### config.mk
export PLATFORM = sky130hd
export DESIGN_NAME = sobol_seq_ctrl
export DESIGN_NICKNAME = d
export VERILOG_FILES = /design/src/rtl/fpga_cfg_pkg.sv /design/src/rtl/sobol_tag_fifo.sv /design/src/rtl/sobol_seq_ctrl.sv
export SDC_FILE = /design/constraint.sdc
export NUM_CORES = 1
export LEC_CHECK = 0
export ABC_AREA = 1
export CORE_MARGIN = 2
export CORE_UTILIZATION = 64
export DETAILED_ROUTE_END_ITERATION = 8
export DONT_BUFFER_PORTS = 1
export PLACE_DENSITY = 0.8
export SYNTH_ARGS = -nofsm -noshare
export SYNTH_HDL_FRONTEND = slang
export SYNTH_SLANG_ARGS = --single-unit
### constraint.sdc
create_clock -name clk -period 2.5 [get_ports clk]
set_clock_uncertainty 0.1 [all_clocks]
set_input_delay 0.5 -clock clk [delete_from_list [all_inputs] [get_ports clk]]
set_output_delay 0.5 -clock clk [all_outputs]
set_load 0.02 [all_outputs]
### src/rtl/fpga_cfg_pkg.sv
`default_nettype none
// ============================================================================
// Module      : fpga_cfg_pkg
// Description : Shared configuration for the Sobol sequencing path: default
//               datapath width, default tag depth, the controller state type
//               and the tag carried alongside every outstanding request.
// Ports       : none (package)
// Revision    : 1.0 - initial release
// ============================================================================
package fpga_cfg_pkg;

    // Default sample / index / path-count width of the datapath.
    localparam int FP_WIDTH = 32;

    // Default number of generator requests allowed in flight.
    localparam int SOBOL_TAG_DEPTH = 4;

    // Tag field widths are fixed here so the FIFO type is shared by every
    // controller instance; controllers zero-extend into and truncate out of
    // these fields. The dim field covers M up to 65536.
    localparam int SOBOL_TAG_PATH_W = FP_WIDTH;
    localparam int SOBOL_TAG_DIM_W  = 16;

    typedef enum logic [1:0] {
        ST_IDLE  = 2'd0,
        ST_RUN   = 2'd1,
        ST_DRAIN = 2'd2,
        ST_DONE  = 2'd3
    } sobol_seq_state_t;

    typedef struct packed {
        logic [SOBOL_TAG_PATH_W-1:0] path;
        logic [SOBOL_TAG_DIM_W-1:0]  dim;
        logic                        last_dim;
        logic                        last;
    } sobol_tag_t;

endpackage
`default_nettype wire

### src/rtl/sobol_tag_fifo.sv
`default_nettype none
// ============================================================================
// Module      : sobol_tag_fifo
// Description : Synchronous FIFO of sobol_tag_t entries. Holds the tag of
//               every generator request that has not yet been returned
//               downstream. Pushes while full and pops while empty are
//               dropped.
// Ports       : clk, rst_n      - clock, asynchronous active-low reset
//               push, wdata     - write strobe and tag
//               pop             - read strobe (advances the head)
//               rdata           - head entry (valid when !empty)
//               count           - entries held, 0..DEPTH
//               full, empty     - status flags
// Revision    : 1.0 - initial release
// ============================================================================
module sobol_tag_fifo
    import fpga_cfg_pkg::*;
#(
    parameter int DEPTH = SOBOL_TAG_DEPTH
) (
    input  logic                     clk,
    input  logic                     rst_n,
    input  logic                     push,
    input  sobol_tag_t               wdata,
    input  logic                     pop,
    output sobol_tag_t               rdata,
    output logic [$clog2(DEPTH):0]   count,
    output logic                     full,
    output logic                     empty
);

    localparam int AW = $clog2(DEPTH);
    localparam logic [AW-1:0] PTR_ONE  = AW'(1);
    localparam logic [AW:0]   CNT_ONE  = (AW+1)'(1);
    localparam logic [AW:0]   CNT_FULL = (AW+1)'(DEPTH);

    sobol_tag_t      mem_q [DEPTH];
    sobol_tag_t      mem_d [DEPTH];
    logic [AW-1:0]   wr_ptr_q, wr_ptr_d;
    logic [AW-1:0]   rd_ptr_q, rd_ptr_d;
    logic [AW:0]     count_q,  count_d;
    logic            do_push;
    logic            do_pop;

    assign full    = (count_q == CNT_FULL);
    assign empty   = (count_q == '0);
    assign do_push = push && !full;
    assign do_pop  = pop && !empty;

    always_comb begin
        mem_d    = mem_q;
        wr_ptr_d = wr_ptr_q;
        rd_ptr_d = rd_ptr_q;
        count_d  = count_q;
        if (do_push) begin
            mem_d[wr_ptr_q] = wdata;
            wr_ptr_d        = wr_ptr_q + PTR_ONE;
        end
        if (do_pop) begin
            rd_ptr_d = rd_ptr_q + PTR_ONE;
        end
        // Simultaneous push and pop leaves the occupancy unchanged.
        case ({do_push, do_pop})
            2'b10:   count_d = count_q + CNT_ONE;
            2'b01:   count_d = count_q - CNT_ONE;
            default: count_d = count_q;
        endcase
    end

    always_ff @(posedge clk or negedge rst_n) begin
        if (!rst_n) begin
            mem_q    <= '{default: '0};
            wr_ptr_q <= '0;
            rd_ptr_q <= '0;
            count_q  <= '0;
        end else begin
            mem_q    <= mem_d;
            wr_ptr_q <= wr_ptr_d;
            rd_ptr_q <= rd_ptr_d;
            count_q  <= count_d;
        end
    end

    assign rdata = mem_q[rd_ptr_q];
    assign count = count_q;

endmodule
`default_nettype wire

### src/rtl/sobol_seq_ctrl.sv
`default_nettype none
// ============================================================================
// Module      : sobol_seq_ctrl
// Description : Sequencing controller for one Sobol generator lane. Walks
//               every (path, time-step) point of the lane in path-major
//               order, issues row-index / dimension requests, tags each
//               returned sample and forwards it downstream. In-flight
//               requests are bounded by TAG_DEPTH so no tag is lost.
// Config      : SOBOL_SKIP_ZERO_EN - when defined the first row index is
//               LANE_ID+1 (skips the all-zero Sobol point); otherwise the
//               first row index is LANE_ID.
// Ports       : clk, rst_n                 - clock, async active-low reset
//               start, num_paths           - run request (IDLE only)
//               busy, done                 - run status / completion pulse
//               gen_valid/ready/idx/dim    - request channel to generator
//               gen_rsp_valid/ready/data   - sample channel from generator
//               u_valid/ready/data         - downstream sample channel
//               u_path/dim/last_dim/last   - tag of the current sample
// Revision    : 1.0 - initial release
// ============================================================================
module sobol_seq_ctrl
    import fpga_cfg_pkg::*;
#(
    parameter int WIDTH     = FP_WIDTH,
    parameter int M         = 50,
    parameter int LANE_ID   = 0,
    parameter int NUM_LANES = 1,
    parameter int TAG_DEPTH = SOBOL_TAG_DEPTH,
    localparam int DW       = (M > 1) ? $clog2(M) : 1
) (
    input  logic             clk,
    input  logic             rst_n,
    input  logic             start,
    input  logic [WIDTH-1:0] num_paths,
    output logic             busy,
    output logic             done,
    output logic             gen_valid,
    input  logic             gen_ready,
    output logic [WIDTH-1:0] gen_idx,
    output logic [DW-1:0]    gen_dim,
    input  logic             gen_rsp_valid,
    output logic             gen_rsp_ready,
    input  logic [WIDTH-1:0] gen_rsp_data,
    output logic             u_valid,
    input  logic             u_ready,
    output logic [WIDTH-1:0] u_data,
    output logic [WIDTH-1:0] u_path,
    output logic [DW-1:0]    u_dim,
    output logic             u_last_dim,
    output logic             u_last
);

`ifdef SOBOL_SKIP_ZERO_EN
    localparam int IDX_SKIP = 1;
`else
    localparam int IDX_SKIP = 0;
`endif

    localparam int CW = $clog2(TAG_DEPTH) + 1;

    localparam logic [WIDTH-1:0] IDX_FIRST = WIDTH'(LANE_ID + IDX_SKIP);
    localparam logic [WIDTH-1:0] IDX_STEP  = WIDTH'(NUM_LANES);
    localparam logic [WIDTH-1:0] PATH_ONE  = WIDTH'(1);
    localparam logic [DW-1:0]    DIM_ONE   = DW'(1);
    localparam logic [DW-1:0]    DIM_LAST  = DW'(M - 1);
    localparam logic [CW-1:0]    CNT_ONE   = CW'(1);

    sobol_seq_state_t  state_q, state_d;
    logic [WIDTH-1:0]  np_q,    np_d;
    logic [WIDTH-1:0]  path_q,  path_d;
    logic [DW-1:0]     dim_q,   dim_d;
    logic [WIDTH-1:0]  idx_q,   idx_d;

    logic              req_fire;
    logic              rsp_fire;
    logic              start_run;
    logic              start_empty;
    logic              dim_at_last;
    logic              point_last;
    sobol_tag_t        push_tag;
    sobol_tag_t        head_tag;
    logic              head_unused;
    logic [CW-1:0]     fifo_count;
    logic              fifo_full;
    logic              fifo_empty;

    assign req_fire    = gen_valid && gen_ready;
    assign rsp_fire    = u_valid && u_ready;
    assign start_run   = (state_q == ST_IDLE) && start && (num_paths != '0);
    assign start_empty = (state_q == ST_IDLE) && start && (num_paths == '0);
    assign dim_at_last = (dim_q == DIM_LAST);
    assign point_last  = dim_at_last && (path_q == (np_q - PATH_ONE));

    // ---------------------------------------------------------------- FSM
    always_ff @(posedge clk or negedge rst_n) begin
        if (!rst_n) begin
            state_q <= ST_IDLE;
        end else begin
            state_q <= state_d;
        end
    end

    always_comb begin
        state_d = state_q;
        case (state_q)
            ST_IDLE: begin
                if (start_run) begin
                    state_d = ST_RUN;
                end else if (start_empty) begin
                    state_d = ST_DONE;
                end
            end
            ST_RUN: begin
                if (req_fire && point_last) begin
                    state_d = ST_DRAIN;
                end
            end
            ST_DRAIN: begin
                // Leave once the final outstanding sample has been accepted.
                if (fifo_empty || (fifo_count == CNT_ONE && rsp_fire)) begin
                    state_d = ST_DONE;
                end
            end
            ST_DONE: begin
                state_d = ST_IDLE;
            end
            default: begin
                state_d = ST_IDLE;
            end
        endcase
    end

    always_comb begin
        busy      = (state_q == ST_RUN) || (state_q == ST_DRAIN);
        done      = (state_q == ST_DONE);
        // Request valid depends only on state and occupancy, never on ready.
        gen_valid = (state_q == ST_RUN) && !fifo_full;
    end

    // ----------------------------------------------------- point counters
    always_comb begin
        np_d   = np_q;
        path_d = path_q;
        dim_d  = dim_q;
        idx_d  = idx_q;
        if (start_run) begin
            np_d   = num_paths;
            path_d = '0;
            dim_d  = '0;
            idx_d  = IDX_FIRST;
        end else if (req_fire) begin
            if (dim_at_last) begin
                dim_d  = '0;
                path_d = path_q + PATH_ONE;
                // Row index wraps modulo 2^WIDTH by plain overflow.
                idx_d  = idx_q + IDX_STEP;
            end else begin
                dim_d  = dim_q + DIM_ONE;
            end
        end
    end

    always_ff @(posedge clk or negedge rst_n) begin
        if (!rst_n) begin
            np_q   <= '0;
            path_q <= '0;
            dim_q  <= '0;
            idx_q  <= '0;
        end else begin
            np_q   <= np_d;
            path_q <= path_d;
            dim_q  <= dim_d;
            idx_q  <= idx_d;
        end
    end

    assign gen_idx = idx_q;
    assign gen_dim = dim_q;

    // ------------------------------------------------------------ tag FIFO
    always_comb begin
        push_tag          = '0;
        push_tag.path     = SOBOL_TAG_PATH_W'(path_q);
        push_tag.dim      = SOBOL_TAG_DIM_W'(dim_q);
        push_tag.last_dim = dim_at_last;
        push_tag.last     = point_last;
    end

    sobol_tag_fifo #(
        .DEPTH (TAG_DEPTH)
    ) u_tag_fifo (
        .clk   (clk),
        .rst_n (rst_n),
        .push  (req_fire),
        .wdata (push_tag),
        .pop   (rsp_fire),
        .rdata (head_tag),
        .count (fifo_count),
        .full  (fifo_full),
        .empty (fifo_empty)
    );

    // Upper tag bits beyond WIDTH / DW are never read back.
    assign head_unused = ^head_tag;

    // --------------------------------------------------------- return path
    assign u_valid       = gen_rsp_valid;
    assign gen_rsp_ready = u_ready;
    assign u_data        = gen_rsp_data;

    // Tag outputs read as zero while nothing is outstanding.
    assign u_path     = fifo_empty ? '0 : WIDTH'(head_tag.path);
    assign u_dim      = fifo_empty ? '0 : DW'(head_tag.dim);
    assign u_last_dim = !fifo_empty && head_tag.last_dim;
    assign u_last     = !fifo_empty && head_tag.last;

    // A sample with no outstanding request cannot be tagged.
    a_rsp_has_tag : assert property (@(posedge clk) disable iff (!rst_n)
        !(gen_rsp_valid && fifo_empty));

endmodule
`default_nettype wire

==> flow_summary.ini <==
[routing]
post_drt_wl_per_cell_microns = 18.6
drtPass1Iterations = 7
postRouteAntennaNets = 0
drt_iter0_drc = 1355
drcViolationCount = 0
wl_microns = 42900
vias = 13731
vias_per_cell = 5.95

[power_and_ir_drop]
power_density_nw_per_um2 = 1290
p_leak_uw = 0.00786
p_total_uw = 22100
peakVddDrop_uv = 748

[critical_path]
critPathKind = flop to output port
r2r_slack_ns = 0.09
r2r_cells = 13
reg2reg_to = state_q[0]
required_ns = 1.90
r2r-start = np_q[0]
critPathLaunchType = flop
critical_path_arrival_ns = 1.99
end_kind = output port
cp_max_fo = 12

[finish]
nets = 2091
final_common_cell = nand2_1
syn_to_final_growth_pct = 16.1
finalNonFillerCells = 2307
diodes = 0
drive_above_1_share = 0.121
layout_common_cells = nand2_1 (416), o21ai_0 (305), dfrtp_1 (269), nor2_1 (261), inv_1 (161)
fill_cells = 1649

[status]
status = finished with violations
violations = hold timing, setup timing

[clock_network]
hold_buffers = 6
cts_tree = built
htreeDepth = 1
clockRootBuffer = clkbuf_16
cts_inserted_buffers = 29
clock_path_buffers = 3
clk_pin_slew_ns = 0.06
clock_latency_ns = 0.55
cts_sinks = 271

[global_routing]
grt_pass1_wl_microns = 66200
grt_usage = 0.340
grt_max_degree = 272
antenna_found_initial = 0
gr-total-overflow = 0
grt_pass1_vias = 13002

[sta]
setup_viol = 34
rsz0062_at_grt = yes
slew_headroom = 0.637
layout_min_cycle_time_ns = 2.59
hold_violations = 271
holdWs_ns = -0.458
finalCritPeriodShare = 1.04
finalSetupTns_ns = -1.14
fin_ws_ns = -0.0920
tightest_slew_ns = 0.540
fmax_mhz = 386
drv_slew = 0

[place]
io_buffers = 0
place_ws_ns = 0.0467
placed_cells = 2222
gp_congestion = 0.960
place_hpwl_microns = 26400

[logic_synthesis]
synthCells = 1962
syn-cell-area_sq_um = 14800
async_flop_share = 1.00
yosysWarnings = 0
syn-num-nets = 2051
synth-seq-area-share = 0.460
synth_cell_types = 34
synth_edf_count = 0
synth_ff_type = dfrtp_1
syn_area_per_cell_sq_um = 7.52
ys_ff_latch = 271

[die]
row_count = 55
die_h_microns = 156
pin_count = 185
start_util = 0.652
die_w_microns = 156
dieArea_sq_um = 24300
core_area_sq_um = 22600

[run]
cap_violations = 0

[worst_hold_path]
hold_class = primary input to asynchronous set/reset pin
==> worst max-delay path, cell delays in order, from the launching register on <==
cell and delay (ns):
dfrtp_2 0.41, buf_12 0.15, buf_12 0.12, clkbuf_16 0.17, nor2_1 0.13, nor2_1 0.06, o21ai_0 0.12, a21oi_2 0.11
buf_4 0.17
==> state kept, by name, indices dropped and copies added, names as in the netlist <==
register / flops
gen_idx: 32
path_q: 32
gen_dim: 6
np_q: 32
u_tag_fifo.mem_q: 160
u_tag_fifo.count: 3
u_tag_fifo.rd_ptr_q: 2
state_q: 2
u_tag_fifo.wr_ptr_q: 2
==> cells in the mapped netlist, types with 8 or more instances <==
cell type  number  area, sq um
nor3_1         44          220
nand4_1        28          175
buf_1          14         52.6
clkbuf_1       67          251
a21oi_1        66          330
inv_1         164          616
buf_4          34          255
xor2_1         51          447
nor2_2         12         75.1
nor2_1        274         1030
dfrtp_1       271         6780
xnor2_1        13          114
buf_2           8         40.0
o21ai_0       328         1640
nand3_1        85          425
nor4_1         17          106
nand2_1       422         1580
ha_1           19          238
==> final cells by class <==
class,count,area [sq um],share of cell area
clock buffer,44,852,0.0497
clock inverter,7,63.8,0.00372
inverter,167,629,0.0367
multi-input combinational,1402,6980,0.408
tap,285,357,0.0208
timing repair buffer,131,1470,0.0856
sequential,271,6780,0.396
==> worst max path at each step <==
stage / slack [ns] / to / depth (start not counted) / from
floorplan: 0.30 / path_q[6] / 10 / state_q[1]
finish: -0.09 / u_path[26] / 8 / u_tag_fifo.rd_ptr_q[0]
CTS: -0.01 / u_path[7] / 8 / u_tag_fifo.count[1]
global placement: 0.06 / state_q[1] / 15 / np_q[0]
detailed placement: 0.05 / path_q[6] / 11 / num_paths[23]
global route: -0.25 / u_path[20] / 8 / u_tag_fifo.rd_ptr_q[0]
==> report_power, final <==
group / switching (uW) / internal [uW]
logic: 6430 / 4280
registers: 1490 / 5750
clock network: 1780 / 2430
==> kinds of logic after synthesis <==
| kind of cell | after synthesis | synth area share |
|---|---|---|
| xor gates and xnor gates | 66 | 0.0410 |
| DFF | 271 | 0.460 |
| AOI/OAI and AO/OA | 407 | 0.139 |
| and+or+nand+nor | 909 | 0.261 |
| buffers and inverters | 290 | 0.0831 |
| adders and majority gates | 19 | 0.0161 |
==> layer usage <==
layer / track usage / vias to the layer above / routed length [microns]
li1: - / 6417 / -
met4: 0.123 / 0 / 1480
met2: 0.541 / 649 / 20000
met3: 0.0561 / 111 / 3610
met5: 0 / - / 0
met1: 0.474 / 6554 / 17800
==> stage by stage <==
step	utilization	hold slack, ns	area, sq um
3_5_place_dp	0.682	0.111	15400
3_3_place_gp	0.682	0.112	15400
2_1_floorplan	-	0.104	14800
4_1_cts	0.739	-0.462	16700
6_report	0.757	-0.458	17100
5_1_grt	0.757	-0.472	17100
==> what timing repair did <==
item / CTS / global route
setup buffers: 11 / 6
pin swaps: 6 / 13
endpoints found under the hold margin: 277 / 271
setup endpoints to repair: 40 / 46
cloned: 4 / 7
gates resized for setup: 34 / 63
Note: power is estimated with default switching activity, not from simulation.
